<file path="src/rtl/i2c_slave_regfile_if.sv">
// I2C pin bundle shared by the slave register file and its bus partner.
// The slave pulls SDA low with sda_oe; the pad resolves the open-drain line.
interface i2c_if;
    logic scl_in;
    logic sda_in;
    logic sda_oe;

    modport master (output scl_in, output sda_in, input sda_oe);
    modport slave  (input scl_in, input sda_in, output sda_oe);
endinterface

</file>
<file path="src/rtl/i2c_slave_regfile.sv">
// Clocked I2C slave with a byte register file, auto-incrementing pointer,
// burst read/write, repeated START, host read port and write-notify strobe.
module i2c_slave_regfile #(
    parameter logic [6:0] SLAVE_ADDR = 7'h50,
    parameter int         DEPTH      = 16,
    parameter int         ADDR_W     = $clog2(DEPTH)
) (
    input  logic              clk,
    input  logic              rst,
    i2c_if.slave              bus,
    input  logic [ADDR_W-1:0] host_raddr,
    output logic [7:0]        host_rdata,
    output logic              wr_pulse,
    output logic [ADDR_W-1:0] wr_addr,
    output logic [7:0]        wr_data,
    output logic              busy
);

    typedef enum logic [3:0] {
        IDLE, ADDR, ADDR_ACK, PTR, PTR_ACK, WDATA, WDATA_ACK, RDATA, RDATA_ACK, WAIT
    } state_t;

    state_t              state_q, state_d;
    logic [2:0]          scl_pipe_q, scl_pipe_d;
    logic [2:0]          sda_pipe_q, sda_pipe_d;
    logic [3:0]          bit_cnt_q, bit_cnt_d;
    logic [7:0]          shift_q, shift_d;
    logic                rw_q, rw_d;
    logic                ack_q, ack_d;
    logic [ADDR_W-1:0]   ptr_q, ptr_d;
    logic                sda_oe_q, sda_oe_d;
    logic                busy_q, busy_d;
    logic                wr_pulse_q, wr_pulse_d;
    logic [ADDR_W-1:0]   wr_addr_q, wr_addr_d;
    logic [7:0]          wr_data_q, wr_data_d;
    logic [7:0]          mem_q [DEPTH];
    logic [7:0]          mem_d [DEPTH];

    logic                scl_rise, scl_fall, start_det, stop_det, sda_s;
    logic [ADDR_W-1:0]   ptr_inc;

    // [0] and [1] form the synchroniser, [2] is the previous synced value for edge detection
    assign sda_s     = sda_pipe_q[1];
    assign scl_rise  =  scl_pipe_q[1] & ~scl_pipe_q[2];
    assign scl_fall  = ~scl_pipe_q[1] &  scl_pipe_q[2];
    assign start_det =  scl_pipe_q[1] & scl_pipe_q[2] &  sda_pipe_q[2] & ~sda_pipe_q[1];
    assign stop_det  =  scl_pipe_q[1] & scl_pipe_q[2] & ~sda_pipe_q[2] &  sda_pipe_q[1];
    assign ptr_inc   = ptr_q + ADDR_W'(1);

    always_comb begin
        scl_pipe_d = {scl_pipe_q[1:0], bus.scl_in};
        sda_pipe_d = {sda_pipe_q[1:0], bus.sda_in};
        state_d    = state_q;
        bit_cnt_d  = bit_cnt_q;
        shift_d    = shift_q;
        rw_d       = rw_q;
        ack_d      = ack_q;
        ptr_d      = ptr_q;
        sda_oe_d   = sda_oe_q;
        busy_d     = busy_q;
        wr_pulse_d = 1'b0;
        wr_addr_d  = wr_addr_q;
        wr_data_d  = wr_data_q;
        mem_d      = mem_q;

        if (stop_det) begin
            state_d   = IDLE;
            sda_oe_d  = 1'b0;
            busy_d    = 1'b0;
            bit_cnt_d = 4'd0;
        end else if (start_det) begin
            state_d   = ADDR;
            sda_oe_d  = 1'b0;
            bit_cnt_d = 4'd0;
        end else begin
            case (state_q)
                ADDR, PTR, WDATA: begin
                    if (scl_rise) begin
                        shift_d   = {shift_q[6:0], sda_s};
                        bit_cnt_d = bit_cnt_q + 4'd1;
                    end else if (scl_fall && bit_cnt_q == 4'd8) begin
                        bit_cnt_d = 4'd0;
                        case (state_q)
                            ADDR: begin
                                if (shift_q[7:1] == SLAVE_ADDR) begin
                                    sda_oe_d = 1'b1;
                                    busy_d   = 1'b1;
                                    rw_d     = shift_q[0];
                                    state_d  = ADDR_ACK;
                                end else begin
                                    busy_d  = 1'b0;
                                    state_d = WAIT;
                                end
                            end
                            PTR: begin
                                ptr_d    = shift_q[ADDR_W-1:0];
                                sda_oe_d = 1'b1;
                                state_d  = PTR_ACK;
                            end
                            default: begin
                                mem_d[ptr_q] = shift_q;
                                wr_pulse_d   = 1'b1;
                                wr_addr_d    = ptr_q;
                                wr_data_d    = shift_q;
                                ptr_d        = ptr_inc;
                                sda_oe_d     = 1'b1;
                                state_d      = WDATA_ACK;
                            end
                        endcase
                    end
                end
                ADDR_ACK: begin
                    if (scl_fall) begin
                        bit_cnt_d = 4'd0;
                        if (rw_q) begin
                            shift_d  = mem_q[ptr_q];
                            sda_oe_d = ~mem_q[ptr_q][7];
                            state_d  = RDATA;
                        end else begin
                            sda_oe_d = 1'b0;
                            state_d  = PTR;
                        end
                    end
                end
                PTR_ACK, WDATA_ACK: begin
                    if (scl_fall) begin
                        sda_oe_d = 1'b0;
                        state_d  = WDATA;
                    end
                end
                RDATA: begin
                    if (scl_rise) begin
                        bit_cnt_d = bit_cnt_q + 4'd1;
                    end else if (scl_fall) begin
                        if (bit_cnt_q == 4'd8) begin
                            sda_oe_d  = 1'b0;
                            ack_d     = 1'b0;
                            bit_cnt_d = 4'd0;
                            state_d   = RDATA_ACK;
                        end else begin
                            shift_d  = {shift_q[6:0], 1'b0};
                            sda_oe_d = ~shift_q[6];
                        end
                    end
                end
                RDATA_ACK: begin
                    // Next byte is fetched on the ACK but only driven once SCL is low again
                    if (scl_rise) begin
                        if (sda_s) begin
                            state_d  = WAIT;
                            busy_d   = 1'b0;
                            sda_oe_d = 1'b0;
                        end else begin
                            ptr_d   = ptr_inc;
                            shift_d = mem_q[ptr_inc];
                            ack_d   = 1'b1;
                        end
                    end else if (scl_fall && ack_q) begin
                        sda_oe_d = ~shift_q[7];
                        ack_d    = 1'b0;
                        state_d  = RDATA;
                    end
                end
                default: begin
                end
            endcase
        end
    end

    always_ff @(posedge clk or posedge rst) begin
        if (rst) begin
            state_q    <= IDLE;
            scl_pipe_q <= 3'b111;
            sda_pipe_q <= 3'b111;
            bit_cnt_q  <= 4'd0;
            shift_q    <= 8'h00;
            rw_q       <= 1'b0;
            ack_q      <= 1'b0;
            ptr_q      <= '0;
            sda_oe_q   <= 1'b0;
            busy_q     <= 1'b0;
            wr_pulse_q <= 1'b0;
            wr_addr_q  <= '0;
            wr_data_q  <= 8'h00;
            for (int i = 0; i < DEPTH; i++) mem_q[i] <= 8'h00;
        end else begin
            state_q    <= state_d;
            scl_pipe_q <= scl_pipe_d;
            sda_pipe_q <= sda_pipe_d;
            bit_cnt_q  <= bit_cnt_d;
            shift_q    <= shift_d;
            rw_q       <= rw_d;
            ack_q      <= ack_d;
            ptr_q      <= ptr_d;
            sda_oe_q   <= sda_oe_d;
            busy_q     <= busy_d;
            wr_pulse_q <= wr_pulse_d;
            wr_addr_q  <= wr_addr_d;
            wr_data_q  <= wr_data_d;
            for (int i = 0; i < DEPTH; i++) mem_q[i] <= mem_d[i];
        end
    end

    assign bus.sda_oe = sda_oe_q;
    assign busy       = busy_q;
    assign wr_pulse   = wr_pulse_q;
    assign wr_addr    = wr_addr_q;
    assign wr_data    = wr_data_q;
    assign host_rdata = mem_q[host_raddr];

endmodule

</file>
<file path="src/flat_wrapper.sv">
// flat-port wrapper written by rule: the top's interface ports become plain ports
module i2c_slave_regfile_flat 
#(
    parameter logic [6:0] SLAVE_ADDR = 7'h50,
    parameter int         DEPTH      = 16,
    parameter int         ADDR_W     = $clog2(DEPTH)
)
  (clk, rst, host_raddr, host_rdata, wr_pulse, wr_addr, wr_data, busy, bus_scl_in, bus_sda_in, bus_sda_oe);
  i2c_if bus_i ();
  input  logic clk;
  input  logic rst;
  input  logic [ADDR_W-1:0] host_raddr;
  output logic [7:0] host_rdata;
  output logic wr_pulse;
  output logic [ADDR_W-1:0] wr_addr;
  output logic [7:0] wr_data;
  output logic busy;
  input wire logic [$bits(bus_i.scl_in)-1:0] bus_scl_in;
  input wire logic [$bits(bus_i.sda_in)-1:0] bus_sda_in;
  output wire logic [$bits(bus_i.sda_oe)-1:0] bus_sda_oe;
  assign bus_i.scl_in = bus_scl_in;
  assign bus_i.sda_in = bus_sda_in;
  assign bus_sda_oe = bus_i.sda_oe;
  i2c_slave_regfile #(.SLAVE_ADDR(SLAVE_ADDR), .DEPTH(DEPTH), .ADDR_W(ADDR_W)) u_core (.clk(clk), .rst(rst), .bus(bus_i), .host_raddr(host_raddr), .host_rdata(host_rdata), .wr_pulse(wr_pulse), .wr_addr(wr_addr), .wr_data(wr_data), .busy(busy));
endmodule
</file>
<file path="config.mk">
export PLATFORM = sky130hd
export DESIGN_NAME = i2c_slave_regfile_flat
export DESIGN_NICKNAME = d
export VERILOG_FILES = /design/src/rtl/i2c_slave_regfile_if.sv /design/src/rtl/i2c_slave_regfile.sv /design/src/flat_wrapper.sv
export SDC_FILE = /design/constraint.sdc
export NUM_CORES = 1
export LEC_CHECK = 0
export CAP_MARGIN = 20
export CORE_MARGIN = 5
export CORE_UTILIZATION = 63
export DETAILED_ROUTE_END_ITERATION = 7
export PLACE_DENSITY = 0.81
export SKIP_CTS_REPAIR_TIMING = 1
export SYNTH_ARGS = -nofsm -noshare
export SYNTH_HDL_FRONTEND = slang
export SYNTH_SLANG_ARGS = --single-unit
</file>
<file path="constraint.sdc">
create_clock -name clk -period 7.1 [get_ports clk]
set_input_delay 1.065 -clock clk [delete_from_list [all_inputs] [get_ports clk]]
set_output_delay 1.065 -clock clk [all_outputs]
set_load 0.05 [all_outputs]
</file>
==> results.py, run 1 <==
metrics = {
    "outcome": {
        "status": "completed",
    },
    "synthesis": {
        "synth.distinct_cells": 64,
        "synthDominantCellAreaShare": 0.4006,
        "synth.yosys.warnings": 0,
        "synth.top_cells.by_area": "dfrtp_1 40%, mux4_2 23%, mux2_2 18%, buf_2 1.9%, mux2i_1 1.7%",
        "syn_area_um2": 10310,
        "ys.flop_type": "dfrtp_1",
        "yosys.area.top_type": "dfrtp_1",
        "avgSynthCellArea_um2": 14.12,
        "syn-num-nets": 744,
        "ys_seq_elements": 171,
        "ys_seq_area_frac": 0.4159,
        "syn_inst": 730,
        "synth_edf_count": 0,
        "async_reset_ff_frac": 1.000,
    },
    "floorplan": {
        "core_area_um2": 15940,
        "start_util": 0.6465,
        "rows": 46,
        "die-area_um2": 19020,
        "die_width_um": 137.9,
        "die_y_um": 137.9,
        "io_pins": 31,
    },
    "placement": {
        "dp_slack_ps": 2345,
        "io_buffers": 30,
        "gp_congestion": 0.9550,
        "place_hpwl_mm": 16.68,
        "place_area_um2": 10640,
        "dp.cells": 911,
    },
    "grt": {
        "grt_max_degree": 126,
        "grt_pass1_vias": 7121,
        "met3_usage": 0.05914,
        "grtUsageTotal": 0.3035,
        "met2_usage": 0.4973,
        "gr-total-overflow": 0,
        "grt.busiest_layer": "met2",
        "grt_use_met1": 0.4025,
        "antenna_found_initial": 0,
        "grt_pass1_wl_mm": 42.48,
    },
    "setup_path": {
        "cpPeakStageDelay_ps": 730,
        "crit_fanout": 23,
        "path_cells": "buf_2 > buf_4 > mux4_2 > mux4_2 > clkdlybuf4s50_1",
        "critPathKind": "in -> out",
        "critPathLaunchType": "primary input",
        "cp.required_ps": 6030,
        "end_kind": "output pin",
        "arrival_ps": 3690,
        "crit_path_frequent_cell": "mux4_2",
        "critPathSlowestCell": "clkdlybuf4s50_1",
    },
    "clock_network": {
        "clk_pin_slew_ps": 70,
        "cts_tree": "done",
        "cts_sinks": 171,
        "cts.path.max_buffers": 2,
        "insertion_delay_ps": 430,
        "clock-root-buffer": "clkbuf_16",
        "cts_buffers": 17,
        "htreeDepth": 4,
    },
    "timing": {
        "worst_slew_pin_slew_ps": 1040,
        "rsz0062_at_grt": "no",
        "setup-violations-final": 0,
        "relSlewSlack": 0.3018,
        "max_freq_ghz": 0.2105,
        "maxSlewViolCount": 0,
        "min_period_ps": 4751,
        "hold_viol": 0,
        "setup_slack_ps": 2349,
        "period_share": 0.6692,
        "skew_ps": 7.538,
        "tns_ps": 0,
    },
    "flow_run": {
        "timing.max_cap.violations": 0,
    },
    "pwr": {
        "power.leakage_uw": 0.004805,
        "p_per_area_nw_per_um2": 255.5,
        "ir_drop_mv": 0.1937,
    },
    "route": {
        "drt_wl_total_mm": 26.97,
        "drc": 0,
        "drt-initial-drc-count": 850,
        "firstDrtPassIters": 5,
        "vias_per_cell": 7.405,
        "routedWlPerCell_um": 28.54,
        "vias": 6998,
        "drtAntennaViolNets": 0,
    },
    "final_layout": {
        "diodes": 0,
        "fin_nets": 730,
        "utilization": 0.7066,
        "finalNonFillerCells": 945,
        "fillers": 1059,
        "layout_common_cells": "163 x mux2_2, 163 x dfrtp_1, 105 x mux4_2, 29 x clkdlybuf4s50_1, 24 x nor2_1",
        "drive_above_1_share": 0.4568,
        "post-route-cell-area_um2": 11270,
        "syn2layout_area_growth_pct": 9.298,
    },
    "hold_path": {
        "holdCritPathClass": "reg -> reg",
    },
}
## power by group
| group | switching, µW | internal [µW] |
|---|---|---|
| Clock | 408 | 506 |
| Combinational | 438 | 345 |
| Sequential | 164 | 1020 |
## cells in the mapped netlist, drive strengths merged, types with 3 or more instances
cell	n
dfrtp	165
mux2	163
mux4	105
buf	54
nor2	24
clkbuf	23
and3	18
mux2i	18
nand2	16
nand3	12
o21ai	10
inv	9
o311ai	8
a32oi	7
dfstp	6
ha	6
nand2b	6
nor2b	6
o22a	6
nor3	5
o211ai	5
a21oi	4
xor2	4
a211oi	3
and2	3
nand3b	3
nor4b	3
## through the flow
step	total power, µW	hold slack, ps
after CTS	2843	360.6
after global routing	2990	364.4
final	2879	359.5
after floorplan	1753	345.2
after global placement	1924	348.3
after detailed placement	1942	350.7
## critical path: cells and delay by family
| family | cells | cell delay (ps) |
|---|---|---|
| multiplexers | 2 | 1080 |
| buffers and inverters | 3 | 1490 |
## path summary, 6_finish.rpt
kind / cells past startpoint / slack (ps) / start / end
worst max-delay path: 5 / 2350 / host_raddr[0] / host_rdata[1]
worst min-delay path: 0 / 360 / u_core.sda_pipe_q[0] / u_core.sda_pipe_q[1]
worst max register to register: 8 / 3310 / u_core.ptr_q[0] / u_core.shift_q[1]
worst min register to register: 0 / 360 / u_core.sda_pipe_q[0] / u_core.sda_pipe_q[1]
max in group asynchronous: 4 / 4650 / rst / u_core.ptr_q[1]
min in group asynchronous: 2 / 1030 / rst / u_core.mem_q[7]
## per-layer routing
metal / part of all wire / wire length (µm)
met4: 0.042 / 1144
met3: 0.088 / 2373
met5: 0 / 0
met1: 0.36 / 9719
met2: 0.51 / 13730
## logic make-up after synthesis
logic type | after synthesis | share of synthesized area
AOI/OAI and AO/OA | 67 | 0.05281
xor gates and xnor gates | 5 | 0.004248
adders and majority gates | 6 | 0.007283
buffers and inverters | 87 | 0.03787
DFF | 171 | 0.4159
muxes | 286 | 0.4250
and+or+nand+nor | 108 | 0.05693
## registers in the layout (all words and copies together) (netlist names), 3 cells and up
signal	count
u_core.wr_addr	4
u_core.shift_q	8
u_core.mem_q	128
u_core.scl_pipe_q	3
u_core.bit_cnt_q	4
u_core.sda_pipe_q	3
u_core.wr_data	8
u_core.ptr_q	4
u_core.state_q	4
## cell type report
| class | count | area [µm²] | area share |
|---|---|---|---|
| repair buffers | 44 | 440.4 | 0.03909 |
| inverters | 10 | 42.54 | 0.003776 |
| well taps | 216 | 270.3 | 0.02399 |
| multi-input cells | 472 | 5653 | 0.5018 |
| clock inverters | 11 | 110.1 | 0.009773 |
| flip-flops and latches | 171 | 4289 | 0.3807 |
| clock buffers | 21 | 460.4 | 0.04087 |
Note: power is estimated with default switching activity, not from simulation.
==> inputs of run 2 (changes only) <==
==> constraint.sdc (replaced) <==
create_clock -name clk -period 4.6 [get_ports clk]
set_input_delay 0.69 -clock clk [delete_from_list [all_inputs] [get_ports clk]]
set_output_delay 0.69 -clock clk [all_outputs]
set_load 0.05 [all_outputs]
==> results.py, run 2 (synthesis gave the netlist of run 1 again) <==
metrics = {
    "outcome": {
        "status": "completed",
    },
    "timing": {
        "setup-violations-final": 0,
        "skew_ps": 5.829,
        "min_period_ps": 3545,
        "maxSlewViolCount": 0,
        "tns_ps": 0,
        "rsz0062_at_grt": "no",
        "period_share": 0.7707,
        "max_freq_ghz": 0.2821,
        "worst_slew_pin_slew_ps": 991.2,
        "relSlewSlack": 0.3308,
        "hold_viol": 0,
    },
    "route": {
        "firstDrtPassIters": 5,
        "drtAntennaViolNets": 0,
        "drt-initial-drc-count": 701,
        "vias": 7041,
        "drc": 0,
        "vias_per_cell": 7.435,
        "routedWlPerCell_um": 28.64,
        "drt_wl_total_mm": 27.12,
    },
    "final_layout": {
        "syn2layout_area_growth_pct": 9.748,
        "diodes": 0,
        "layout_common_cells": "163 x mux2_2, 163 x dfrtp_1, 105 x mux4_2, 24 x nor2_1, 22 x buf_4",
        "utilization": 0.7095,
        "largest-register": "u_core.mem_q",
        "fillers": 1024,
        "largest_reg_flops": 128,
        "drive_above_1_share": 0.4692,
        "fin_nets": 732,
    },
    "hold_path": {
        "holdPathStages": 0,
        "hold_start": "u_core.sda_pipe_q[0]",
        "hold_end": "u_core.sda_pipe_q[1]",
        "holdCritPathClass": "reg -> reg",
    },
    "setup_path": {
        "cp.required_ps": 3910,
        "r2r_setup_slack_ps": 1150,
        "critPathKind": "in -> out",
        "r2r-end": "u_core.mem_q[109]",
        "arrival_ps": 2860,
        "crit_fanout": 32,
        "end_kind": "output pin",
        "cp-startpoint": "host_raddr[1]",
        "r2r_start": "u_core.scl_pipe_q[2]",
        "critPathLaunchType": "primary input",
        "ff2ff_path_depth": 6,
    },
    "grt": {
        "grtUsageTotal": 0.3085,
        "grt_pass1_vias": 7354,
        "antenna_found_initial": 0,
        "grt_max_degree": 172,
        "gr-total-overflow": 0,
        "grt_pass1_wl_mm": 42.99,
    },
    "floorplan": {
        "start_util": 0.6465,
        "die-area_um2": 19020,
        "core_area_um2": 15940,
        "die_width_um": 137.9,
        "rows": 46,
        "die_y_um": 137.9,
        "io_pins": 31,
    },
    "placement": {
        "io_buffers": 30,
        "place_hpwl_mm": 17.03,
        "gp_congestion": 0.9352,
    },
    "clock_network": {
        "cts_tree": "done",
        "clk_pin_slew_ps": 60,
        "clock-root-buffer": "clkbuf_16",
        "insertion_delay_ps": 440,
        "htreeDepth": 4,
        "cts_buffers": 17,
        "cts_sinks": 171,
        "cts.path.max_buffers": 2,
    },
    "flow_run": {
        "timing.max_cap.violations": 0,
    },
    "pwr": {
        "p_per_area_nw_per_um2": 405.4,
        "power.leakage_uw": 0.004861,
        "ir_drop_mv": 0.3847,
    },
}
==> run 2: cell count changes in the layout (fill, tap and decap cells not counted) <==
cell,before,now
inv_6,4,0
clkinvlp_4,3,2
buf_16,2,0
clkdlybuf4s50_1,29,21
buf_12,0,2
bufinv_16,1,4
buf_4,12,22
clkbuf_8,2,3
clkinv_2,1,2
==> run 2: where the power goes <==
| part | switching, µW | internal (µW) |
|---|---|---|
| registers | 256 | 1570 |
| logic | 683 | 523 |
| clock network | 598 | 953 |
| total | 1540 | 3050 |
==> run 2: worst max-delay path: stages <==
cell and delay, ps:
clkdlybuf4s50_1 460, buf_4 430, mux4_2 570, mux4_2 480, buf_4 210
==> run 2: how the worst max path moves through the flow <==
stage	endpoint
CTS	host_rdata[7]
floorplan	u_core.shift_q[2]
global route	host_rdata[7]
detailed placement	host_rdata[7]
finish	host_rdata[7]
global placement	host_rdata[7]
==> run 2: stage by stage <==
stage               cell area, µm²  hold slack [ps]  setup slack (ps)  total power, µW  instances
finish                       11310            354.3              1055             4586        947
global route                 11310            353.7              1033             4782        947
CTS                          11300            352.2              1064             4591        946
detailed placement           10670            347.5              1098             3037        914
global placement             10670            346.9              1134             3002        914
floorplan                    10310            345.2             951.6             2706        730
==> run 2: per-layer routing <==
metal	part of all wire	GRT usage	vias up
li1	-	-	2838
met1	0.37	0.3913	3666
met2	0.49	0.4913	408
met3	0.080	0.07874	129
met4	0.060	0.1668	0
met5	0	0	-
==> run 2: area by class of cell <==
type,count,area (µm²),share of cell area
multi-input combinational,472,5653,0.4997
sequential,171,4289,0.3792
clock buffer,22,474.2,0.04192
timing repair buffer,46,420.4,0.03716
tap,216,270.3,0.02389
clock inverter,10,163.9,0.01449
inverter,10,41.29,0.003650
==> inputs of run 3 (changes only) <==
==> constraint.sdc (replaced) <==
create_clock -name clk -period 3.3 [get_ports clk]
set_input_delay 0.495 -clock clk [delete_from_list [all_inputs] [get_ports clk]]
set_output_delay 0.495 -clock clk [all_outputs]
set_load 0.05 [all_outputs]
==> results.py, run 3 (synthesis gave the netlist of run 1 again) <==
metrics = {
    "grt": {
        "grt_pass1_vias": 7518,
        "grt_max_degree": 56,
        "gr-total-overflow": 0,
        "grt_pass1_wl_mm": 43.95,
        "grtUsageTotal": 0.3153,
        "antenna_found_initial": 0,
    },
    "setup_path": {
        "r2r-end": "u_core.shift_q[2]",
        "ff2ff_path_depth": 9,
        "cpPeakStageDelay_ps": 520,
        "r2r_setup_slack_ps": 440,
        "arrival_ps": 2420,
        "cp.required_ps": 2800,
        "critPathLaunchType": "primary input",
        "r2r_start": "u_core.ptr_q[1]",
        "path_cells": "clkdlybuf4s50_1 > buf_4 > mux4_2 > mux4_2 > buf_4",
        "cp-startpoint": "host_raddr[1]",
        "path_buf_inv": 3,
        "crit_cells": 5,
        "path_delay_family": "buffers and inverters",
        "crit_fanout": 19,
        "end_kind": "output pin",
        "critPathKind": "in -> out",
        "critPathSlowestCell": "clkdlybuf4s50_1",
        "cp-endpoint": "host_rdata[4]",
    },
    "route": {
        "firstDrtPassIters": 6,
        "drt-initial-drc-count": 804,
        "vias_per_cell": 7.299,
        "drtAntennaViolNets": 0,
        "vias": 7190,
        "drc": 0,
        "drt_wl_total_mm": 27.53,
        "routedWlPerCell_um": 27.95,
    },
    "floorplan": {
        "die-area_um2": 19020,
        "core_area_um2": 15940,
        "die_y_um": 137.9,
        "io_pins": 31,
        "die_width_um": 137.9,
        "rows": 46,
        "start_util": 0.6465,
    },
    "pwr": {
        "p_sw_frac": 0.3556,
        "p_total_uw": 6229,
        "combPwrFrac": 0.299,
        "clkPwrFrac": 0.307,
        "ir_drop_mv": 0.4898,
        "power.leakage_uw": 0.005055,
        "p_per_area_nw_per_um2": 536.5,
        "share_seq_of_total_power": 0.394,
        "switching_power_uw": 2215,
        "internal_power_uw": 4014,
    },
    "timing": {
        "min_period_ps": 2915,
        "skew_ps": 6.702,
        "tns_ps": 0,
        "worst_slew_pin_slew_ps": 1083,
        "maxSlewViolCount": 0,
        "setup_slack_ps": 385.2,
        "setup-violations-final": 0,
        "hold_viol": 0,
        "max_freq_ghz": 0.3431,
        "period_share": 0.8833,
        "relSlewSlack": 0.2731,
        "timing.hold.ws_ps": 357.9,
        "rsz0062_at_grt": "no",
    },
    "clock_network": {
        "clk_pin_slew_ps": 70,
        "cts_tree": "done",
        "cts.path.max_buffers": 2,
        "cts_sinks": 171,
        "clock-root-buffer": "clkbuf_16",
        "insertion_delay_ps": 440,
        "cts_buffers": 17,
        "htreeDepth": 4,
    },
    "final_layout": {
        "seqCellArea_um2": 4289,
        "diodes": 0,
        "multi_input_area_um2": 5653,
        "syn2layout_area_growth_pct": 12.64,
        "drive_above_1_share": 0.4993,
        "largest_reg_flops": 128,
        "largest-register": "u_core.mem_q",
        "fin_nets": 770,
        "fillers": 992,
        "layout_common_cells": "163 x mux2_2, 163 x dfrtp_1, 105 x mux4_2, 53 x buf_4, 24 x nor2_1",
    },
    "placement": {
        "gp_congestion": 0.9600,
        "io_buffers": 30,
        "place_hpwl_mm": 18.36,
        "dp_slack_ps": 399.0,
    },
    "outcome": {
        "status": "completed",
    },
    "flow_run": {
        "timing.max_cap.violations": 0,
    },
    "hold_path": {
        "holdCritPathClass": "reg -> reg",
    },
}
==> run 3: worst min-delay path by stage <==
stage,to,startpoint,slack [ps],cells past startpoint
final,u_core.sda_pipe_q[1],u_core.sda_pipe_q[0],360,0
after global routing,u_core.scl_pipe_q[1],u_core.scl_pipe_q[0],360,0
after CTS,u_core.sda_pipe_q[1],u_core.sda_pipe_q[0],360,0
after detailed placement,u_core.sda_pipe_q[1],u_core.sda_pipe_q[0],350,0
after global placement,u_core.sda_pipe_q[1],u_core.sda_pipe_q[0],350,0
after floorplan,u_core.scl_pipe_q[1],u_core.scl_pipe_q[0],350,0
==> run 3: area by class of cell <==
cell class | count | area share
repair buffers | 84 | 0.06833
clock buffers | 19 | 0.03901
inverters | 10 | 0.003664
well taps | 216 | 0.02328
clock inverters | 13 | 0.009376
multi-input cells | 472 | 0.4869
flip-flops and latches | 171 | 0.3694
==> run 3: per-stage QoR <==
| step | instances | area, µm² | utilization |
|---|---|---|---|
| final | 985 | 11610 | 0.7282 |
| after global routing | 985 | 11610 | 0.7282 |
| after CTS | 985 | 11610 | 0.7282 |
| after detailed placement | 953 | 11050 | 0.6930 |
| after global placement | 953 | 11050 | 0.6930 |
| after floorplan | 730 | 10320 | - |
==> run 3: power groups by stage <==
stage | sequential, µW | clock, µW | combinational [µW]
finish | 2450 | 1910 | 1860
global route | 2470 | 2040 | 2010
CTS | 2440 | 1940 | 1850
detailed placement | 2470 | 0 | 1850
global placement | 2460 | 0 | 1810
floorplan | 2320 | 0 | 1470
==> run 3: worst reg2reg max path: stages, from the launching register on <==
cell and delay, ps:
dfrtp_2 390, inv_1 80, ha_2 330, buf_4 330
buf_4 270, mux4_2 320, mux2_2 280, a32oi_1 250
o311ai_0 190, mux2_2 300
==> run 3: metal layers <==
metal,track usage,share of wire,vias to the layer above
li1,-,-,2929
met1,0.4060,0.37,3752
met2,0.5052,0.49,404
met3,0.07257,0.082,105
met4,0.1647,0.056,0
met5,0,0,-
